### config.mk
export PLATFORM = sky130hd
export DESIGN_NAME = sayuru_port_arbiter
export DESIGN_NICKNAME = d
export VERILOG_FILES = /design/src/rtl/sayuru_port_arbiter.sv
export SDC_FILE = /design/constraint.sdc
export NUM_CORES = 1
export LEC_CHECK = 0
export CAP_MARGIN = 25
export CORE_AREA = 2 2 128 130
export CTS_CLUSTER_DIAMETER = 60
export CTS_CLUSTER_SIZE = 16
export DETAILED_ROUTE_END_ITERATION = 8
export DIE_AREA = 0 0 130 132
export PLACE_DENSITY = 0.78
export SLEW_MARGIN = 15
export SYNTH_ARGS = -nofsm -noshare
export SYNTH_HDL_FRONTEND = slang
export SYNTH_SLANG_ARGS = --single-unit
### constraint.sdc
create_clock -name clk_i -period 2.58 [get_ports clk_i]
set_clock_uncertainty 0.2 [all_clocks]
set_input_delay 0.516 -clock clk_i [delete_from_list [all_inputs] [get_ports clk_i]]
set_output_delay 0.516 -clock clk_i [all_outputs]
set_load 0.05 [all_outputs]
### src/rtl/sayuru_port_arbiter.sv
// Two-port round-robin arbiter in front of the Sayuru cache slave port.
// One transaction in flight; the downstream request is latched and held until its response.
module sayuru_port_arbiter #(
  parameter int ADDR_WIDTH = 16,
  parameter int DATA_WIDTH = 32
) (
  input  logic                    clk_i,
  input  logic                    rst_i,
  input  logic                    s0_req_i,
  output logic                    s0_gnt_o,
  output logic                    s0_rvalid_o,
  input  logic [ADDR_WIDTH-1:0]   s0_addr_i,
  input  logic                    s0_we_i,
  input  logic [DATA_WIDTH/8-1:0] s0_be_i,
  input  logic [DATA_WIDTH-1:0]   s0_wdata_i,
  output logic [DATA_WIDTH-1:0]   s0_rdata_o,
  input  logic                    s1_req_i,
  output logic                    s1_gnt_o,
  output logic                    s1_rvalid_o,
  input  logic [ADDR_WIDTH-1:0]   s1_addr_i,
  input  logic                    s1_we_i,
  input  logic [DATA_WIDTH/8-1:0] s1_be_i,
  input  logic [DATA_WIDTH-1:0]   s1_wdata_i,
  output logic [DATA_WIDTH-1:0]   s1_rdata_o,
  output logic                    m_req_o,
  input  logic                    m_gnt_i,
  input  logic                    m_rvalid_i,
  output logic [ADDR_WIDTH-1:0]   m_addr_o,
  output logic                    m_we_o,
  output logic [DATA_WIDTH/8-1:0] m_be_o,
  output logic [DATA_WIDTH-1:0]   m_wdata_o,
  input  logic [DATA_WIDTH-1:0]   m_rdata_i,
  output logic [31:0]             grant_count0,
  output logic [31:0]             grant_count1,
  output logic [1:0]              fsm_state
);

  typedef enum logic [1:0] {
    IDLE        = 2'd0,
    ISSUE       = 2'd1,
    WAIT_RVALID = 2'd2
  } state_t;

  state_t state;
  logic   owner;
  logic   last;
  logic   pick;
  logic   gnt_fire;
  logic   resp_fire;

  assign fsm_state = state;

  // Handshake: a master holds req until it sees gnt; gnt is a one-cycle pulse
  // mirroring m_gnt_i, and rvalid/rdata arrive later as a one-cycle pulse.
  always_comb begin
    pick      = (s0_req_i && s1_req_i) ? ~last : s1_req_i;
    gnt_fire  = (state == ISSUE) && m_gnt_i;
    resp_fire = m_rvalid_i && ((state == WAIT_RVALID) || gnt_fire);
    m_req_o   = (state != IDLE) && !m_rvalid_i;
    s0_gnt_o    = 1'b0;
    s1_gnt_o    = 1'b0;
    s0_rvalid_o = 1'b0;
    s1_rvalid_o = 1'b0;
    s0_rdata_o  = '0;
    s1_rdata_o  = '0;
    if (owner) begin
      s1_gnt_o    = gnt_fire;
      s1_rvalid_o = resp_fire;
      s1_rdata_o  = resp_fire ? m_rdata_i : '0;
    end else begin
      s0_gnt_o    = gnt_fire;
      s0_rvalid_o = resp_fire;
      s0_rdata_o  = resp_fire ? m_rdata_i : '0;
    end
  end

  always_ff @(posedge clk_i) begin
    if (rst_i) begin
      state        <= IDLE;
      owner        <= 1'b0;
      last         <= 1'b1;
      m_addr_o     <= '0;
      m_we_o       <= 1'b0;
      m_be_o       <= '0;
      m_wdata_o    <= '0;
      grant_count0 <= '0;
      grant_count1 <= '0;
    end else begin
      case (state)
        IDLE: begin
          if (s0_req_i || s1_req_i) begin
            owner     <= pick;
            m_addr_o  <= pick ? s1_addr_i  : s0_addr_i;
            m_we_o    <= pick ? s1_we_i    : s0_we_i;
            m_be_o    <= pick ? s1_be_i    : s0_be_i;
            m_wdata_o <= pick ? s1_wdata_i : s0_wdata_i;
            state     <= ISSUE;
          end
        end
        ISSUE: begin
          if (m_gnt_i) begin
            if (owner) grant_count1 <= grant_count1 + 32'd1;
            else       grant_count0 <= grant_count0 + 32'd1;
            // A grant that coincides with the response closes the transaction at once.
            if (m_rvalid_i) begin
              last  <= owner;
              state <= IDLE;
            end else begin
              state <= WAIT_RVALID;
            end
          end
        end
        WAIT_RVALID: begin
          if (m_rvalid_i) begin
            last  <= owner;
            state <= IDLE;
          end
        end
        default: state <= IDLE;
      endcase
    end
  end

endmodule

==> impl_metrics.json <==
{
  "drv_cap": 0,
  "rows": 46,
  "yosysTopAreaCellShare_pct": 40.36,
  "ant_nets": 0,
  "crit_arrival_ns": 1.87,
  "grt_pass1_vias": 6553,
  "grt_overflow": 0,
  "worstMarginPinSlew_ns": 0.6406,
  "crit_required_ns": 1.86,
  "ys_top_cells_by_area": "dfxtp_1, mux2i_1, and2_1",
  "cts_root_buf": "clkbuf_16",
  "critPathCaptureType": "output pin",
  "p_leak_nw": 4.166,
  "yosys.area_share.simple_pct": 27.60,
  "yosysWarnings": 0,
  "avgSynthCellArea_um2": 8.661,
  "initial_core_util_pct": 38.20,
  "crit_path_max_fanout": 16,
  "synthesis.nets": 839,
  "antenna_found_initial": 1,
  "p_sw_share_pct": 30.26,
  "netSwitchingPower_mw": 1.710,
  "synth_compound_area_share_pct": 15.11,
  "maxSlewHeadroom_pct": 57.16,
  "synth_cell_types": 43,
  "async_reset_ff_share_pct": 0,
  "drc_errors": 0,
  "ir_drop_v": 0.0004521,
  "hold_path_class": "reg -> reg",
  "cts.sinks": 121,
  "powerDensity_nw_per_um2": 501.0,
  "seq_area_frac_synth_pct": 40.36,
  "comb_power_share_pct": 24.8,
  "io_pins": 332,
  "crit_type": "in -> out",
  "rsz0062_at_grt": "yes",
  "ff2ff_path_depth": 5,
  "track_usage_pct": 26.25,
  "dp.cells": 1239,
  "num-nets-final": 1194,
  "worstSkewPairLatency_ns": 0.41,
  "ys_ff_latch": 121,
  "routabilityCongestion": 0.8276,
  "synth_top_family_by_area": "simple AND/OR/NAND/NOR gates",
  "mostFrequentLayoutCell": "clkdlybuf4s50_1",
  "area_delta_synth_final_pct": 87.85,
  "first_pass_iters": 4,
  "fin_crit_ns": 2.582,
  "hold_buffers": 0,
  "synthAdderAreaFrac_pct": 0.4169,
  "stdcell_count": 1278,
  "grt_first_pass_wirelength_um": 35210,
  "netlist_instances": 693,
  "pwr-share-clk_pct": 39.2,
  "yosysTopAreaCell": "dfxtp_1",
  "avgRoutedWirePerCell_um": 17.99,
  "cts_buffers": 17,
  "path_clk_slew_ns": 0.05,
  "totalWireLength_um": 22990,
  "setup_violations": 1,
  "startpoint_type": "primary input",
  "synth-edff-count": 0,
  "fin_ws_ns": -0.001946,
  "power_mw": 5.649,
  "synth-xor-area-share_pct": 2.773,
  "violations": "negative setup slack",
  "via_per_inst": 5.240,
  "die_y_um": 132,
  "status": "finished, violations left",
  "finalHoldViolations": 0,
  "htreeDepth": 4,
  "syn_area_um2": 6002,
  "first_iter_violations": 360,
  "fp.dieArea_um2": 17160,
  "whs_path_depth": 2,
  "synthMuxAreaShare_pct": 9.756,
  "synth_top_flop_cell": "dfxtp_1",
  "die_x_um": 130,
  "portBuffers": 331,
  "cts_tree": "done",
  "final.setup.tns_ns": -0.001946,
  "coreArea_um2": 15710,
  "seq_power_share_pct": 35.9,
  "layout_common_cells": "clkdlybuf4s50_1, dfxtp_1, nor2_1",
  "grt_max_degree": 54,
  "dpl.hpwl_um": 17330,
  "vias": 6697,
  "clk_path_buf_depth": 2,
  "layout-drive-gt1-share_pct": 19.42,
  "finalCritPeriodShare_pct": 100.1,
  "fmax_mhz": 387.3,
  "p_int_mw": 3.940,
  "final-max-slew-violation-count": 0
}
-- worst max-delay path: stages --
cell and delay [ns]:
clkdlybuf4s15_1 0.24, and3b_2 0.27, o21ai_4 0.21, nor2_4 0.09, buf_16 0.16, and2_2 0.22, buf_12 0.15
-- registers in the layout (all words and copies together), names as in the netlist --
register and count:
fsm_state 2, m_we_o 1, last 1, grant_count1 32
m_be_o 4, m_wdata_o 32, m_addr_o 16, owner 1
grant_count0 32
-- cell families (layout without fill, tap and decap cells) --
| family | after synthesis | after routing |
|---|---|---|
| adders and majority gates | 2 | 2 |
| DFF | 121 | 121 |
| and+or+nand+nor | 294 | 294 |
| other | 0 | 1 |
| buffers and inverters | 61 | 429 |
| AOI/OAI and AO/OA | 138 | 138 |
| xor gates and xnor gates | 19 | 19 |
| muxes | 58 | 58 |
-- power by group through the flow --
stage	Clock [mW]	Combinational, mW	Sequential (mW)
6_report	2.22	1.40	2.03
5_1_grt	2.34	1.48	2.04
4_1_cts	2.25	1.40	2.03
3_5_place_dp	0	1.38	2.07
3_3_place_gp	0	1.37	2.06
2_1_floorplan	0	0.378	2.41
-- Yosys cell counts, types with 3 or more instances --
cell type and count:
a211oi_1 53, clkbuf_1 40, and2_1 68, and4_1 9, nor2_1 85, o31ai_1 22
xnor2_1 10, or4_1 24, mux2i_1 54, nand3_1 17, mux2_2 4, a21oi_1 38
nor4_1 9, nor3_1 4, o21ai_0 17, nand4_1 21, nor2b_1 4, dfxtp_1 121
and3_1 3, inv_1 7, xor2_1 9, buf_1 10, nand2_1 23, or3_1 15
-- area by class of cell --
type	count	area (um^2)
clock inverters	11	100.1
repair buffers	389	4566
clock buffers	21	450.4
diodes	1	2.502
multi-input cells	511	3422
fillers	1145	4438
well taps	216	270.3
inverters	8	30.03
flip-flops and latches	121	2434
-- worst paths after layout --
check,slack [ns],from,end
worst max-delay path,-0.002,m_gnt_i,s0_rdata_o[22]
worst min register to register,0.30,m_wdata_o[1]$_SDFFE_PP0P_,m_wdata_o[1]$_SDFFE_PP0P_
worst max register to register,0.14,grant_count1[11]$_SDFFE_PP0P_,grant_count1[23]$_SDFFE_PP0P_
worst min-delay path,0.30,m_wdata_o[1]$_SDFFE_PP0P_,m_wdata_o[1]$_SDFFE_PP0P_
-- per-stage QoR --
step | cell area [um^2] | hold slack, ns | setup WS (ns) | utilization (%)
2_1_floorplan | 6038 | 0.2310 | 0.0009044 | -
3_3_place_gp | 10600 | 0.2756 | -0.3349 | 67.48
3_5_place_dp | 10600 | 0.2847 | -0.3174 | 67.48
4_1_cts | 11230 | 0.2944 | 0.01144 | 71.45
5_1_grt | 11270 | 0.3204 | -0.05642 | 71.74
6_report | 11270 | 0.2951 | -0.001946 | 71.76
-- what timing repair did --
item,4_1_cts,5_1_grt
gates cloned,1,1
pin swaps,3,2
resized for setup,10,10
setup buffers,4,0
setup endpoints to repair,66,62
-- per-layer routing --
metal / track usage, % / share of wire [%]
met1: 30.21 / 38
met2: 44.82 / 51
met3: 9.821 / 8.7
met4: 8.184 / 2.2
met5: 0 / 0.057
No activity file was read; power rests on OpenSTA's default activity.
